`config.mk`:
```
export PLATFORM = sky130hd
export DESIGN_NAME = drop_scheduler
export DESIGN_NICKNAME = d
export VERILOG_FILES = /design/src/rtl/drop_scheduler.sv
export SDC_FILE = /design/constraint.sdc
export NUM_CORES = 1
export LEC_CHECK = 0
export CAP_MARGIN = 20
export CORE_MARGIN = 2
export CORE_UTILIZATION = 57
export DETAILED_ROUTE_END_ITERATION = 7
export GPL_ROUTABILITY_DRIVEN = 0
export PLACE_DENSITY_LB_ADDON = 0.2
export RECOVER_POWER = 100
export SETUP_SLACK_MARGIN = 0.1
export SYNTH_ARGS = -nofsm -noshare
export SYNTH_HDL_FRONTEND = slang
export SYNTH_SLANG_ARGS = --single-unit
export TNS_END_PERCENT = 1
```
`constraint.sdc`:
```
create_clock -name clk -period 6.5 [get_ports clk]
set_input_delay 0.65 -clock clk [delete_from_list [all_inputs] [get_ports clk]]
set_output_delay 0.65 -clock clk [all_outputs]
set_load 0.1 [all_outputs]
```
`src/rtl/drop_scheduler.sv`:
```
// drop_scheduler: round controller that launches, scores and re-arms the falling-ingredient lanes.
module drop_scheduler #(
  parameter int LANES = 4,
  parameter int ROUND_DROPS = 16,
  parameter int MIN_GAP = 20,
  parameter int CATCH_LO = 56,
  parameter int CATCH_HI = 63,
  parameter logic [7:0] LFSR_SEED = 8'hA5
) (
  input  logic clk,
  input  logic reset,
  input  logic game_start,
  input  logic [LANES-1:0] catch_btn,
  input  logic [7*LANES-1:0] lane_y,
  output logic [LANES-1:0] lane_start,
  output logic [9*LANES-1:0] lane_delay,
  output logic [LANES-1:0] lane_rearm,
  output logic [7:0] score,
  output logic [7:0] misses,
  output logic [4:0] drops_issued,
  output logic busy,
  output logic done
);
  localparam int GW = MIN_GAP > 1 ? $clog2(MIN_GAP) : 1;
  localparam logic [6:0] Y_IDLE = 7'd70;
  localparam logic [6:0] Y_LAND = 7'd80;
  typedef enum logic [1:0] {IDLE, RUN, DONE} top_t;
  typedef enum logic [1:0] {OFF, FALL, REARM, FLUSH} lane_t;
  top_t top, top_n;
  lane_t st [LANES];
  lane_t st_n [LANES];
  logic [LANES-1:0] caught, caught_n;
  logic [2:0] rr, rr_n;
  logic [7:0] lfsr, lfsr_n;
  logic [GW-1:0] gap, gap_n;
  logic [7:0] score_n, misses_n;
  logic [4:0] drops_n;
  logic [9*LANES-1:0] delay_n;
  logic [3:0] n_hit, n_miss;
  logic [8:0] score_sum, miss_sum;
  logic launch, all_off;
  int sel, j;
  always_comb begin
    top_n = top;
    st_n = st;
    caught_n = caught;
    rr_n = rr;
    lfsr_n = lfsr;
    gap_n = gap == '0 ? '0 : gap - 1'b1;
    drops_n = drops_issued;
    delay_n = lane_delay;
    n_hit = '0;
    n_miss = '0;
    launch = 1'b0;
    sel = 0;
    j = 0;
    all_off = 1'b1;
    for (int i = 0; i < LANES; i++) begin
      all_off = all_off && st[i] == OFF;
      case (st[i])
        FALL:
          if (lane_y[7*i +: 7] == Y_LAND) begin
            st_n[i] = REARM;
            n_hit = n_hit + {3'b0, caught[i]};
            n_miss = n_miss + {3'b0, !caught[i]};
          end else if (catch_btn[i] && int'(lane_y[7*i +: 7]) >= CATCH_LO && int'(lane_y[7*i +: 7]) <= CATCH_HI)
            caught_n[i] = 1'b1;
        FLUSH: st_n[i] = lane_y[7*i +: 7] == Y_LAND ? REARM : FLUSH;
        REARM: st_n[i] = OFF;
        default:
          if (top == RUN && lane_y[7*i +: 7] != Y_IDLE)
            st_n[i] = lane_y[7*i +: 7] == Y_LAND ? REARM : FLUSH;
      endcase
    end
    // round-robin search for an idle lane, starting at rr
    if (top == RUN && drops_issued < 5'(ROUND_DROPS) && gap == '0)
      for (int k = 0; k < LANES; k++) begin
        j = (int'(rr) + k) % LANES;
        if (!launch && st[j] == OFF && lane_y[7*j +: 7] == Y_IDLE) begin
          launch = 1'b1;
          sel = j;
        end
      end
    if (launch) begin
      st_n[sel] = FALL;
      caught_n[sel] = 1'b0;
      delay_n[9*sel +: 9] = {1'b0, lfsr};
      drops_n = drops_issued + 5'd1;
      rr_n = 3'((sel + 1) % LANES);
      gap_n = GW'(MIN_GAP - 1);
      lfsr_n = {lfsr[6:0], lfsr[7] ^ lfsr[5] ^ lfsr[4] ^ lfsr[3]};
    end
    score_sum = {1'b0, score} + {5'b0, n_hit};
    miss_sum = {1'b0, misses} + {5'b0, n_miss};
    score_n = score_sum[8] ? 8'hFF : score_sum[7:0];
    misses_n = miss_sum[8] ? 8'hFF : miss_sum[7:0];
    if (top != RUN && game_start) begin
      top_n = RUN;
      score_n = '0;
      misses_n = '0;
      drops_n = '0;
      gap_n = '0;
      caught_n = '0;
    end else if (top == RUN && drops_issued == 5'(ROUND_DROPS) && all_off)
      top_n = DONE;
  end
  always_ff @(posedge clk or posedge reset)
    if (reset) begin
      top <= IDLE;
      st <= '{default: OFF};
      caught <= '0;
      rr <= '0;
      lfsr <= LFSR_SEED;
      gap <= '0;
      score <= '0;
      misses <= '0;
      drops_issued <= '0;
      lane_delay <= '0;
      lane_start <= '0;
      lane_rearm <= '0;
      busy <= 1'b0;
      done <= 1'b0;
    end else begin
      top <= top_n;
      st <= st_n;
      caught <= caught_n;
      rr <= rr_n;
      lfsr <= lfsr_n;
      gap <= gap_n;
      score <= score_n;
      misses <= misses_n;
      drops_issued <= drops_n;
      lane_delay <= delay_n;
      for (int i = 0; i < LANES; i++) begin
        lane_start[i] <= st_n[i] != OFF;
        lane_rearm[i] <= st_n[i] == REARM;
      end
      busy <= top_n == RUN;
      done <= top_n == DONE;
    end
endmodule

```
After elaboration in Yosys (flattened, before gate mapping)
Index checks and enable logic that the tools add are counted.
{ "totals": {"word_cells": 250, "in_bits": 35, "ff_bits": 96, "out_inout_bits": 67} }
{ "classes": {"n_reduce_logical": 53, "order_cmp": 17, "n_bitwise": 16, "n_eq_ne": 33, "shift": 6, "mux": 88, "n_addsub": 15, "n_mul": 5} }
{ "ops": {"columns": ["op", "n"], "rows": [
  ["$ge 32x3->1 const B", 5],
  ["$mux 32", 4],
  ["$not 32->32", 4],
  ["$shiftx 28x7->7", 3],
  ["$eq 7x7->1 const B", 8],
  ["$mux 4", 14],
  ["$mux 2", 20],
  ["$mux 8", 5],
  ["$bwmux 36", 1],
  ["$shift 9x33->36 const A", 1],
  ["$shiftx 9x33->36", 1],
  ["$neg 32->33", 1],
  ["$add 32x2->32 const B", 1],
  ["$ge 32x1->1 const B", 1],
  ["$lt 32x1->1 const B", 1],
  ["$lt 32x4->1 const B", 1],
  ["$mul 5x32->32 const A", 1],
  ["$not 2->32", 1],
  ["$logic_and 1x1->1", 29],
  ["$mux 1", 29],
  ["$ge 7x6->1 const B", 4],
  ["$le 7x6->1 const B", 4],
  ["$ne 7x7->1 const B", 4],
  ["$shiftx 28x6->7", 1],
  ["other kinds (28)", 89]
]} }

Depth between registers and ports, before layout
{ "logic_depth": {"ltp_word": 32, "mapped_depth": 24, "mapped_depth_nobuf": 19} }

Least setup slack after synthesis
Ideal clock, no wire load.
{ "synth_path": {"path_type": "input-to-reg", "startpoint": "input lane_y[3]", "endpoint": "register misses[0]", "arrival_time_ps": 5222, "path_slack_ps": 1200, "setup_ps": 78, "cell_stages": 19, "path_cell_list": "clkbuf_1 > or4b_2 > or3_1 > nor3b_1 > ha_1 > mux2_2 > ha_1 > ha_1 > mux2_2 > ha_1 > mux2_2 > inv_1 > fa_1 > nor2b_1 > o21ai_0 > nand2b_1 > nand2_1 > or3_1 > a21oi_1"} }
{ "synth_via": {"elab_chain_len": 15} }
{ "synth_rtl": {"columns": ["element", "line_no", "text"], "rows": [
  ["from (decl)", "14", "input logic [7*LANES-1:0] lane_y,"],
  ["$eq 7x7->1 *", "62", "if (lane_y[7*i +: 7] == Y_LAND) begin"],
  ["$mux 1 *", "62", null],
  ["$mux 1 *", "60", "case (st[i])"],
  ["$add 4x1->4", "65", "n_miss = n_miss + {3'b0, !caught[i]};"],
  ["$mux 4", "62", null],
  ["$mux 4 *", "60", null],
  ["$add 4x1->4", "65", null],
  ["$mux 4", "62", null],
  ["$mux 4 *", "60", null],
  ["$add 4x1->4", "65", null],
  ["$mux 4", "62", null],
  ["$mux 4 *", "60", null],
  ["$add 8x4->9 *", "94", "miss_sum = {1'b0, misses} + {5'b0, n_miss};"],
  ["$mux 8 *", "96", "misses_n = miss_sum[8] ? 8'hFF : miss_sum[7:0];"],
  ["$mux 8 *", "97", "if (top != RUN && game_start) begin"],
  ["named net misses_n[0]", "36", "logic [7:0] score_n, misses_n;"],
  ["to (signal assigned)", "131", "misses <= misses_n;"],
  ["to (decl)", "19", "output logic [7:0] misses,"]
]} }
Mark *: on every way through the listed nets, which the timed path passes. The rest lies on a longest branch.
A chain may end at the register's enable or synchronous reset.

Worst setup path after layout
{ "layout_path": {"startpoint": "register rr[0]", "endpoint": "register lane_delay[34]"} }
{ "layout_via": {"elab_chain_len": 27, "elab_cells_between_ends": 69, "cone_classes": "4 x add/sub; 5 x mul; 4 x eq/ne; 6 x shift; 26 x mux; 7 x bitwise; 17 x reduce/logical"} }
{ "layout_rtl": {"columns": ["element", "line_no", "text"], "rows": [
  ["from (decl)", "33", "logic [2:0] rr, rr_n;"],
  ["from (signal assigned)", "127", "rr <= rr_n;"],
  ["parallel branches: the longest is 27 deep, another holds $mul 4x3->7", null, null],
  ["to (signal assigned)", "133", "lane_delay <= delay_n;"],
  ["to (decl)", "16", "output logic [9*LANES-1:0] lane_delay,"]
]} }
Parallel ways; which one is timed is not known. The select of a mux whose other input is x is not followed.

==> metrics.csv <==
stage;metric;value;unit
critical_path;r2r-start;rr[0];
layout;syn2layout_area_growth;17.0;%
timing;maxSlewHeadroom;-152;%
grt;grt_overflow_total;0;
die;initial_core_util;58.9;%
clock_network;hold_buffers;0;
detailed_routing;first_pass_iters;5;
logic_synthesis;synth_edf_count;0;
layout;drive_gt1_share;8.88;%
timing;layout_setup_ws;0.461;ns
timing;setup-violations-final;0;
die;dieArea;14800;um2
timing;rsz0062_at_grt;no;
clock_network;cts_tree;yes;
timing;worst_pin_slew;3.78;ns
grt;antenna_found_initial;0;
worst_hold_path;hp-class;register to register;
grt;grt_pass1_vias;6782;
logic_synthesis;async_reset_ff_share;100;%
grt;grt_max_degree;73;
grt;grt_use_met2;44.5;%
worst_hold_path;hp-start;lane_delay[23];
critical_path;worst-path-max-fanout;29;
logic_synthesis;seq_area_frac_synth;30.6;%
critical_path;cp_common_cell;nand2_1;
clock_network;max-clock-path-buffers;2;
detailed_routing;drc_errors;0;
logic_synthesis;synth.cell_area;7870;um2
layout;fin_util;68.9;%
layout;final_nets;1048;
grt;use_met1;41.9;%
clock_network;root_buffer;clkbuf_16;
critical_path;start_kind;register;
clock_network;clk_latency;0.34;ns
run_status;violations;capacitance limit, slew limit;
logic_synthesis;synthTopCellsByCount;128 x nand2_1, 92 x dfrtp_1, 60 x nor2_1, 45 x inv_1, 36 x ha_1;
logic_synthesis;synth-seq-cells;96;
logic_synthesis;ys_warn_count;0;
power;powerDensity;164;nW/um2
clock_network;clock_sinks;96;
logic_synthesis;synth-main-ff-cell;dfrtp_1;
grt;top_usage_layer;met2;
timing;period_minus_slack;6.04;ns
critical_path;reg2reg_to;lane_delay[34];
detailed_routing;viasPerCell;6.36;
critical_path;path_cells;inv_2 -> ha_2 -> buf_4 -> nand2b_1 -> o211a_1 -> nor4b_1 -> a22o_1 -> nand2_1 -> a31oi_1 -> a211oi_1 -> a311oi_1 -> clkbuf_1 -> inv_1 -> ha_1 -> buf_4 -> nor2_1 -> nand2_1 -> nor2_1 -> nand2_1 -> or3_1 -> nand3_1;
critical_path;rrSetupSlack;0.46;ns
layout;diodes;0;
placement;place_hpwl;14.9;mm
timing;skew;0.00367;ns
clock_network;cts_max_level;3;
clock_network;post_cts_resized;0;
die;num_io_pins;102;
power;peakVddDrop;0.134;mV
critical_path;crit_path_end_kind;register;
critical_path;critical_path_arrival;6.32;ns
logic_synthesis;synth_nets;978;
logic_synthesis;syn_inst;905;
run_status;outcome;finished, violations left;
worst_hold_path;hold_path_depth;2;
grt;met3_usage;5.92;%
power;p_leak;3.91;nW
detailed_routing;vias;7352;
clock_network;cts.clk_slew.worst_paths;0.06;ns
logic_synthesis;synth_cell_types;92;
detailed_routing;drt-initial-drc-count;772;
critical_path;ff2ff_path_depth;21;
grt;grt_pass1_wl;34.0;mm
detailed_routing;antenna_left;0;
critical_path;max_stage_delay;0.63;ns
placement;numPortBuffers;101;
logic_synthesis;synth_top_area_share;29.3;%
die;die_x;121;um
logic_synthesis;synth.area.top_cells;dfrtp_1 29%, nand2_1 6.1%, ha_1 5.7%;
die;die_h;121;um
critical_path;worstPathRequired;6.78;ns
clock_network;post_cts_buffers;0;
timing;drv_slew;73;
detailed_routing;drt_wl_total;20.9;mm
detailed_routing;wire_per_inst;18.1;um
clock_network;numCtsBuffers;9;
timing;period_share;92.9;%
die;core;13300;um2
die;rows;42;
critical_path;critPathSlowestCell;nor4b_1;
timing;hold_violations;0;
critical_path;worstSetupPathType;register to register;
logic_synthesis;synth.most_common_cell;nand2_1;
timing;setup-tns-final;0;ns
worst_hold_path;hold_end;lane_delay[23];
logic_synthesis;yosysTopAreaCell;dfrtp_1;
placement;pre_cts_ws;0.608;ns
job;drv_cap;1;
logic_synthesis;synth.avg_cell_area;8.69;um2
grt;grt_use_total;28.7;%
power;p_total;1.51;mW
timing;max_freq;0.166;GHz
## registers in the layout, indices dropped and copies added, names as in the netlist, 5 cells and up
signal and count:
score 8, lfsr 8, st 8, drops_issued 5, gap 5, lane_delay 36, misses 8
## kinds of logic after synthesis
family / synth area share (%)
AO/OA/AOI/OAI: 17.6
XOR/XNOR: 1.99
adder cells (fa/ha/maj): 6.23
buffers and inverters: 6.17
flip-flops: 30.6
multiplexers: 9.91
AND/OR/NAND/NOR: 27.5
## report_power, final
part,internal (mW),switching (mW)
logic,0.123,0.209
registers,0.639,0.0358
clock network,0.290,0.216
total,1.05,0.461
## worst max-delay path, delay by kind of cell (launching register included)
family	cells	cell delay, ns
AOI/OAI and AO/OA	5	1.33
adders and majority gates	2	0.77
DFF	1	0.42
and+or+nand+nor	9	2.20
buffers and inverters	5	1.22
## per-layer routing
layer / vias up / wire, um
met2: 328 / 9460
li1: 3448 / -
met4: 0 / 316
met3: 37 / 1690
met1: 3539 / 9420
met5: - / 0
## layout make-up
class	count	area, um2
multi-input combinational	700	4970
sequential	96	2410
timing repair buffer	121	1140
clock inverter	2	12.5
fill	1119	4150
clock buffer	14	274
inverter	47	178
tap	176	220
## stage by stage
stage | cells | hold slack [ns] | area (um2)
floorplan | 905 | 0.453 | 7870
global placement | 1140 | 0.456 | 8950
detailed placement | 1140 | 0.462 | 8950
CTS | 1156 | 0.476 | 9230
global route | 1156 | 0.489 | 9200
finish | 1156 | 0.471 | 9200
## worst max-delay path by stage
| stage | start | endpoint | cells after the start |
|---|---|---|---|
| 2_1_floorplan | lane_y[3] | misses[0] | 19 |
| 3_3_place_gp | lane_y[0] | misses[0] | 20 |
| 3_5_place_dp | lane_y[0] | misses[1] | 20 |
| 4_1_cts | rr[0] | lane_delay[27] | 18 |
| 5_1_grt | rr[0] | lane_delay[11] | 17 |
| 6_report | rr[0] | lane_delay[34] | 21 |
## cell usage in the layout (no fill, tap or decap), types with 8 or more instances in the layout
cell,Yosys,routed
nor2_1,60,60
nor4bb_1,8,8
o21ai_0,23,46
nand3_1,18,18
mux4_2,16,16
buf_4,6,14
mux2i_1,18,18
ha_1,36,35
xor2_1,10,10
a31oi_1,14,14
a21oi_1,27,27
clkbuf_16,0,9
clkbuf_1,35,8
mux2_2,15,12
inv_1,45,44
nor2b_1,25,25
nand4_1,12,12
nor4b_1,11,11
and3_1,9,9
a211oi_1,9,9
nor3b_1,8,8
dfrtp_1,92,91
nand2_1,128,128
nand2b_1,20,20
nor4_1,8,8
clkdlybuf4s50_1,0,32
nor3_1,20,20
dlygate4sd3_1,0,69
No activity file was read; power rests on OpenSTA's default activity.
